### config.mk
export PLATFORM = sky130hd
export DESIGN_NAME = uart_int_ctrl
export DESIGN_NICKNAME = d
export VERILOG_FILES = /design/src/rtl/uart_int_ctrl.sv
export SDC_FILE = /design/constraint.sdc
export NUM_CORES = 1
export LEC_CHECK = 0
export ABC_CLOCK_PERIOD_IN_PS = 2300
export CAP_MARGIN = 15
export CORE_MARGIN = 4
export CORE_UTILIZATION = 37
export CTS_BUF_LIST = sky130_fd_sc_hd__clkbuf_16
export DETAILED_ROUTE_END_ITERATION = 8
export PLACE_DENSITY = 0.78
export SYNTH_ARGS = -nofsm -noshare
export SYNTH_HDL_FRONTEND = slang
export SYNTH_SLANG_ARGS = --single-unit
### constraint.sdc
create_clock -name clk -period 2.3 [get_ports clk]
set_clock_uncertainty 0.15 [all_clocks]
set_input_delay 0.23 -clock clk [delete_from_list [all_inputs] [get_ports clk]]
set_output_delay 0.23 -clock clk [all_outputs]
set_load 0.05 [all_outputs]
### src/rtl/uart_int_ctrl.sv
// UART interrupt controller: latches line-status, RX-data, RX-timeout, THR-empty
// and modem-status events, prioritises the enabled ones into IIR and the IRQ line.
module uart_int_ctrl #(
    parameter int TO_CHARS = 4,
    parameter int TO_W     = 3
) (
    input  logic       clk,
    input  logic       rst,
    input  logic [3:0] ier,
    input  logic       fifo_en,
    input  logic       pe,
    input  logic       fe,
    input  logic       bi,
    input  logic       oe,
    input  logic       lsr_read,
    input  logic       rx_empty,
    input  logic       rx_trig,
    input  logic       rx_push,
    input  logic       rx_pop,
    input  logic       char_tick,
    input  logic       thr_empty,
    input  logic       thr_write,
    input  logic       iir_read,
    input  logic       msr_delta,
    input  logic       msr_read,
    output logic [7:0] iir,
    output logic       uart_intpt
);

    localparam logic [TO_W-1:0] TO_MAX = TO_W'(TO_CHARS);

    logic            ls_p_q, ls_p_d;
    logic            rda_p_q, rda_p_d;
    logic            to_p_q, to_p_d;
    logic            thre_p_q, thre_p_d;
    logic            ms_p_q, ms_p_d;
    logic [TO_W-1:0] to_cnt_q, to_cnt_d;
    logic            thr_empty_hist_q, thr_empty_hist_d;
    logic            etbei_hist_q, etbei_hist_d;
    logic            hist_vld_q, hist_vld_d;

    logic [3:0]      iid;
    logic            to_clr;
    logic            thre_set;
    logic            thre_clr;

    // Interrupt identification: fixed priority over enabled pending flags.
    always_comb begin
        iid = 4'b0001;
        if (ls_p_q && ier[2]) begin
            iid = 4'b0110;
        end else if (rda_p_q && ier[0]) begin
            iid = 4'b0100;
        end else if (to_p_q && ier[0]) begin
            iid = 4'b1100;
        end else if (thre_p_q && ier[1]) begin
            iid = 4'b0010;
        end else if (ms_p_q && ier[3]) begin
            iid = 4'b0000;
        end
    end

    assign iir        = {(fifo_en ? 2'b11 : 2'b00), 2'b00, iid};
    assign uart_intpt = ~iid[0];

    always_comb begin
        ls_p_d = ls_p_q;
        if (pe || fe || bi || oe) begin
            ls_p_d = 1'b1;
        end else if (lsr_read) begin
            ls_p_d = 1'b0;
        end

        rda_p_d = fifo_en ? rx_trig : ~rx_empty;

        to_clr   = rx_pop || rx_empty || !fifo_en;
        to_cnt_d = to_cnt_q;
        if (rx_push || to_clr) begin
            to_cnt_d = '0;
        end else if (char_tick && (to_cnt_q != TO_MAX)) begin
            to_cnt_d = to_cnt_q + 1'b1;
        end

        to_p_d = to_p_q;
        if (to_clr) begin
            to_p_d = 1'b0;
        end else if (to_cnt_q == TO_MAX) begin
            to_p_d = 1'b1;
        end

        // Edge history is only trusted once it has been loaded after reset, so a
        // level already high at reset release is not mistaken for a rising edge.
        thre_set = hist_vld_q &&
                   ((thr_empty && !thr_empty_hist_q) ||
                    (thr_empty && ier[1] && !etbei_hist_q));
        thre_clr = thr_write || (iir_read && (iid == 4'b0010));
        thre_p_d = thre_p_q;
        if (thre_clr) begin
            thre_p_d = 1'b0;
        end else if (thre_set) begin
            thre_p_d = 1'b1;
        end

        ms_p_d = ms_p_q;
        if (msr_delta) begin
            ms_p_d = 1'b1;
        end else if (msr_read) begin
            ms_p_d = 1'b0;
        end

        thr_empty_hist_d = thr_empty;
        etbei_hist_d     = ier[1];
        hist_vld_d       = 1'b1;
    end

    always_ff @(posedge clk) begin
        if (rst) begin
            ls_p_q           <= 1'b0;
            rda_p_q          <= 1'b0;
            to_p_q           <= 1'b0;
            thre_p_q         <= 1'b0;
            ms_p_q           <= 1'b0;
            to_cnt_q         <= '0;
            thr_empty_hist_q <= 1'b0;
            etbei_hist_q     <= 1'b0;
            hist_vld_q       <= 1'b0;
        end else begin
            ls_p_q           <= ls_p_d;
            rda_p_q          <= rda_p_d;
            to_p_q           <= to_p_d;
            thre_p_q         <= thre_p_d;
            ms_p_q           <= ms_p_d;
            to_cnt_q         <= to_cnt_d;
            thr_empty_hist_q <= thr_empty_hist_d;
            etbei_hist_q     <= etbei_hist_d;
            hist_vld_q       <= hist_vld_d;
        end
    end

endmodule

==> summary.md <==
| Metric | Value |
|---|---|
| Status | `finished clean` |
| Postcts setup bufs | `0` |
| Starting Density | `40.3%` |
| CP Capture Type | `primary output` |
| Final wirelength | `1290 microns` |
| Global-route usage over all layers | `13.3%` |
| Drt pass-1 iters | `4` |
| Area occupied by registers | `220 sq um` |
| HP Class | `reg2reg` |
| Hold buffer count at cts | `0` |
| Largest net degree at the start of global routing | `10` |
| Switching Share | `between 20% and 30%` |
| Worst EP required | `1920 ps` |
| Max cap viols | `0` |
| Warnings from Yosys | `0` |
| Fill cells | `roughly 110` |
| WS Path Type | `in2out` |
| Flop pwr share | `31.9%` |
| CTS H-tree depth | `1` |
| Via count | `between 500 and 600` |
| Post-route clock period utilization | `approximately three quarters` |
| IO Port Bufs | `28` |
| CTS Buf Count | `3` |
| Antenna diodes | `0` |
| VDD IR max | `492 uV` |
| Area share of the largest cell type after synthesis | `between 40% and 50%` |
| Area of the multi-input gates | `272 sq um` |
| Top Family by Delay on Critical Path | `buffers and inverters` |
| Fraction of layout cells with a size suffix above 1 | `~17%` |
| Power Internal | `485 uW` |
| Clock share of power | `49.0%` |
| Most frequent cells in the layout | `21 x clkdlybuf4s50_1, 11 x dfxtp_1, 6 x nor2_1, 6 x a21oi_1, 6 x buf_4` |
| ANT nets after route | `0` |
| Syn Std Cell Area | `538 sq um` |
| Synth cell types | `27` |
| EDFF count, synth | `0` |
| PwrDens | `721 nW/um^2` |
| Cell chain of the critical path | `clkdlybuf4s50_1 -> o21ai_1 -> nand2_1 -> a221o_1 -> buf_4` |
| Area Overhead vs Synth | `63.5%` |
| Residual DRC count | `0` |
| Cts repair resizes | `0` |
| Num rows | `13` |
| CTS tree | `built` |
| Commonest non-fill, non-tap cell in the layout | `clkdlybuf4s50_1` |
| Synth async-reset ratio | `0%` |
| Final setup viols | `0` |
| Switching power | `149 uW` |
| Critical path launch point type | `input pin` |
| Initial DRC Count | `8` |
| Antenna violations before repair | `0` |
| Clock sinks | `11` |
| CTS max path bufs | `2` |
| CP Data Arrival Time | `between 1000 and 1500 ps` |
| Die area | `2130 sq um` |
| Synth Register Bits | `11` |
| Main synth FF type | `dfxtp_1` |
| Die W | `roughly 46 microns` |
| RSZ-0062 raised after global routing | `false` |
| Yosys top cell by area | `dfxtp_1` |
| Sequential element share of the synthesized area | `40.9%` |
| I/O pin cnt | `31` |
| Hold Vio Cnt, Final | `0` |
| Worst-Skew Late Latency | `~240 ps` |
| Part of the power in combinational logic | `a little under a fifth` |
| DR WL/cell | `12.6 microns` |
| Fin nets | `between 100 and 150` |
| Congestion Overflow GR | `0` |
| Max stage delay cell, worst path | `clkdlybuf4s50_1` |
| Max-slew violations | `0` |
| Max Freq | `around 0.57 GHz` |
| Leakage power | `0.000378 uW` |
| Drt via density | `4.96` |
| Root buf cell | `clkbuf_16` |
| Clk slew on worst S/H paths | `40 ps` |
| Vias in the first global route | `477` |
| Slowest stage delay, CP | `410 ps` |
| Global-route wire length before repair | `slightly below 2000 microns` |
| Total core area | `1330 sq um` |
| Final TNS setup | `0 ps` |
| Fin crit period | `between 1500 and 2000 ps` |
| R2R Setup Slk | `~840 ps` |
| Crit path max fanout | `3` |
| Final instance area | `880 sq um` |
| Area after DPL | `801 sq um` |
| Placer Congestion | `about 0.7` |
| Die Y | `46.1 microns` |
| Worst Path Buf+Inv | `2` |
| Synth Instances | `60` |
| Synth area leaders | `dfxtp_1 41%, a21oi_1 5.6%, buf_4 5.6%` |
| Syn_area_per_cell | `8.97 sq um` |
[through the flow]
step | std cells | hold WS [ps] | utilization (%) | total power (uW) | worst slack [ps]
after floorplan | 61 | 159 | - | 272 | 259
after global placement | 99 | 314 | 60.0 | 325 | 549
after detailed placement | 99 | 320 | 60.0 | 327 | 533
after CTS | 103 | 325 | 65.9 | 645 | 551
after global routing | 103 | 376 | 65.9 | 662 | 469
final | 103 | 327 | 65.9 | 634 | 557
[layer usage]
layer / track usage (%) / part of all wire (%) / up-vias / wire length [microns]
met5: 0 / 0 / - / 0
met4: 8.52 / 1.3 / 0 / 17
met3: 4.69 / 4.4 / 2 / 57
met2: 22.3 / 55 / 17 / 717
met1: 13.9 / 39 / 231 / 500
li1: - / - / 261 / -
[worst min-delay path: stages, from the launching register on]
cell      delay, ps
dfxtp_1         300
nand2b_1         70
a21oi_1          60
[power groups by stage]
stage	sequential (uW)	combinational (uW)	clock [uW]
2_1_floorplan	205	67.1	0
3_3_place_gp	205	120	0
3_5_place_dp	206	121	0
4_1_cts	202	122	320
5_1_grt	203	129	331
6_report	202	121	311
[cell type report]
type                            count  area share (%)
Timing Repair Buffer               28            31.3
Multi-Input combinational cell     41            30.9
Sequential cell                    11            25.0
Clock buffer                        3            8.53
Tap cell                           15            2.13
Inverter                            4            1.71
Clock inverter                      1           0.427
[Yosys cell counts, types with 2 or more instances]
cell / n
nand3_1: 2
ha_1: 2
a21oi_1: 6
nor4_1: 2
buf_4: 4
nand2b_1: 2
nand2_1: 3
inv_1: 4
nor2_1: 6
dfxtp_1: 11
and2b_2: 2
[logic make-up after synthesis]
kind of cell             Yosys count  synth area share (%)
buffers and inverters              9                  10.5
XOR/XNOR                           1                  1.63
adder cells (fa/ha/maj)            2                  4.65
AND/OR/NAND/NOR                   24                  27.2
other                              1                 0.697
multiplexers                       1                  1.86
flip-flops                        11                  40.9
AO/OA/AOI/OAI                     11                  12.6
[registers in the layout, indices dropped and copies added, names as in the netlist]
name,flops
thr_empty_hist_q,1
ls_p_q,1
to_cnt_q,3
etbei_hist_q,1
hist_vld_q,1
ms_p_q,1
to_p_q,1
rda_p_q,1
thre_p_q,1
[final timing paths]
check | from | to | cells past startpoint
worst max-delay path | ier[0] | uart_intpt | 5
worst min-delay path | ls_p_q$_SDFFE_PP0P_ | ls_p_q$_SDFFE_PP0P_ | 2
worst max register to register | to_cnt_q[0]$_SDFFE_PP0P_ | to_cnt_q[1]$_SDFFE_PP0P_ | 5
worst min register to register | ls_p_q$_SDFFE_PP0P_ | ls_p_q$_SDFFE_PP0P_ | 2
(Power assumes the default switching activity.)
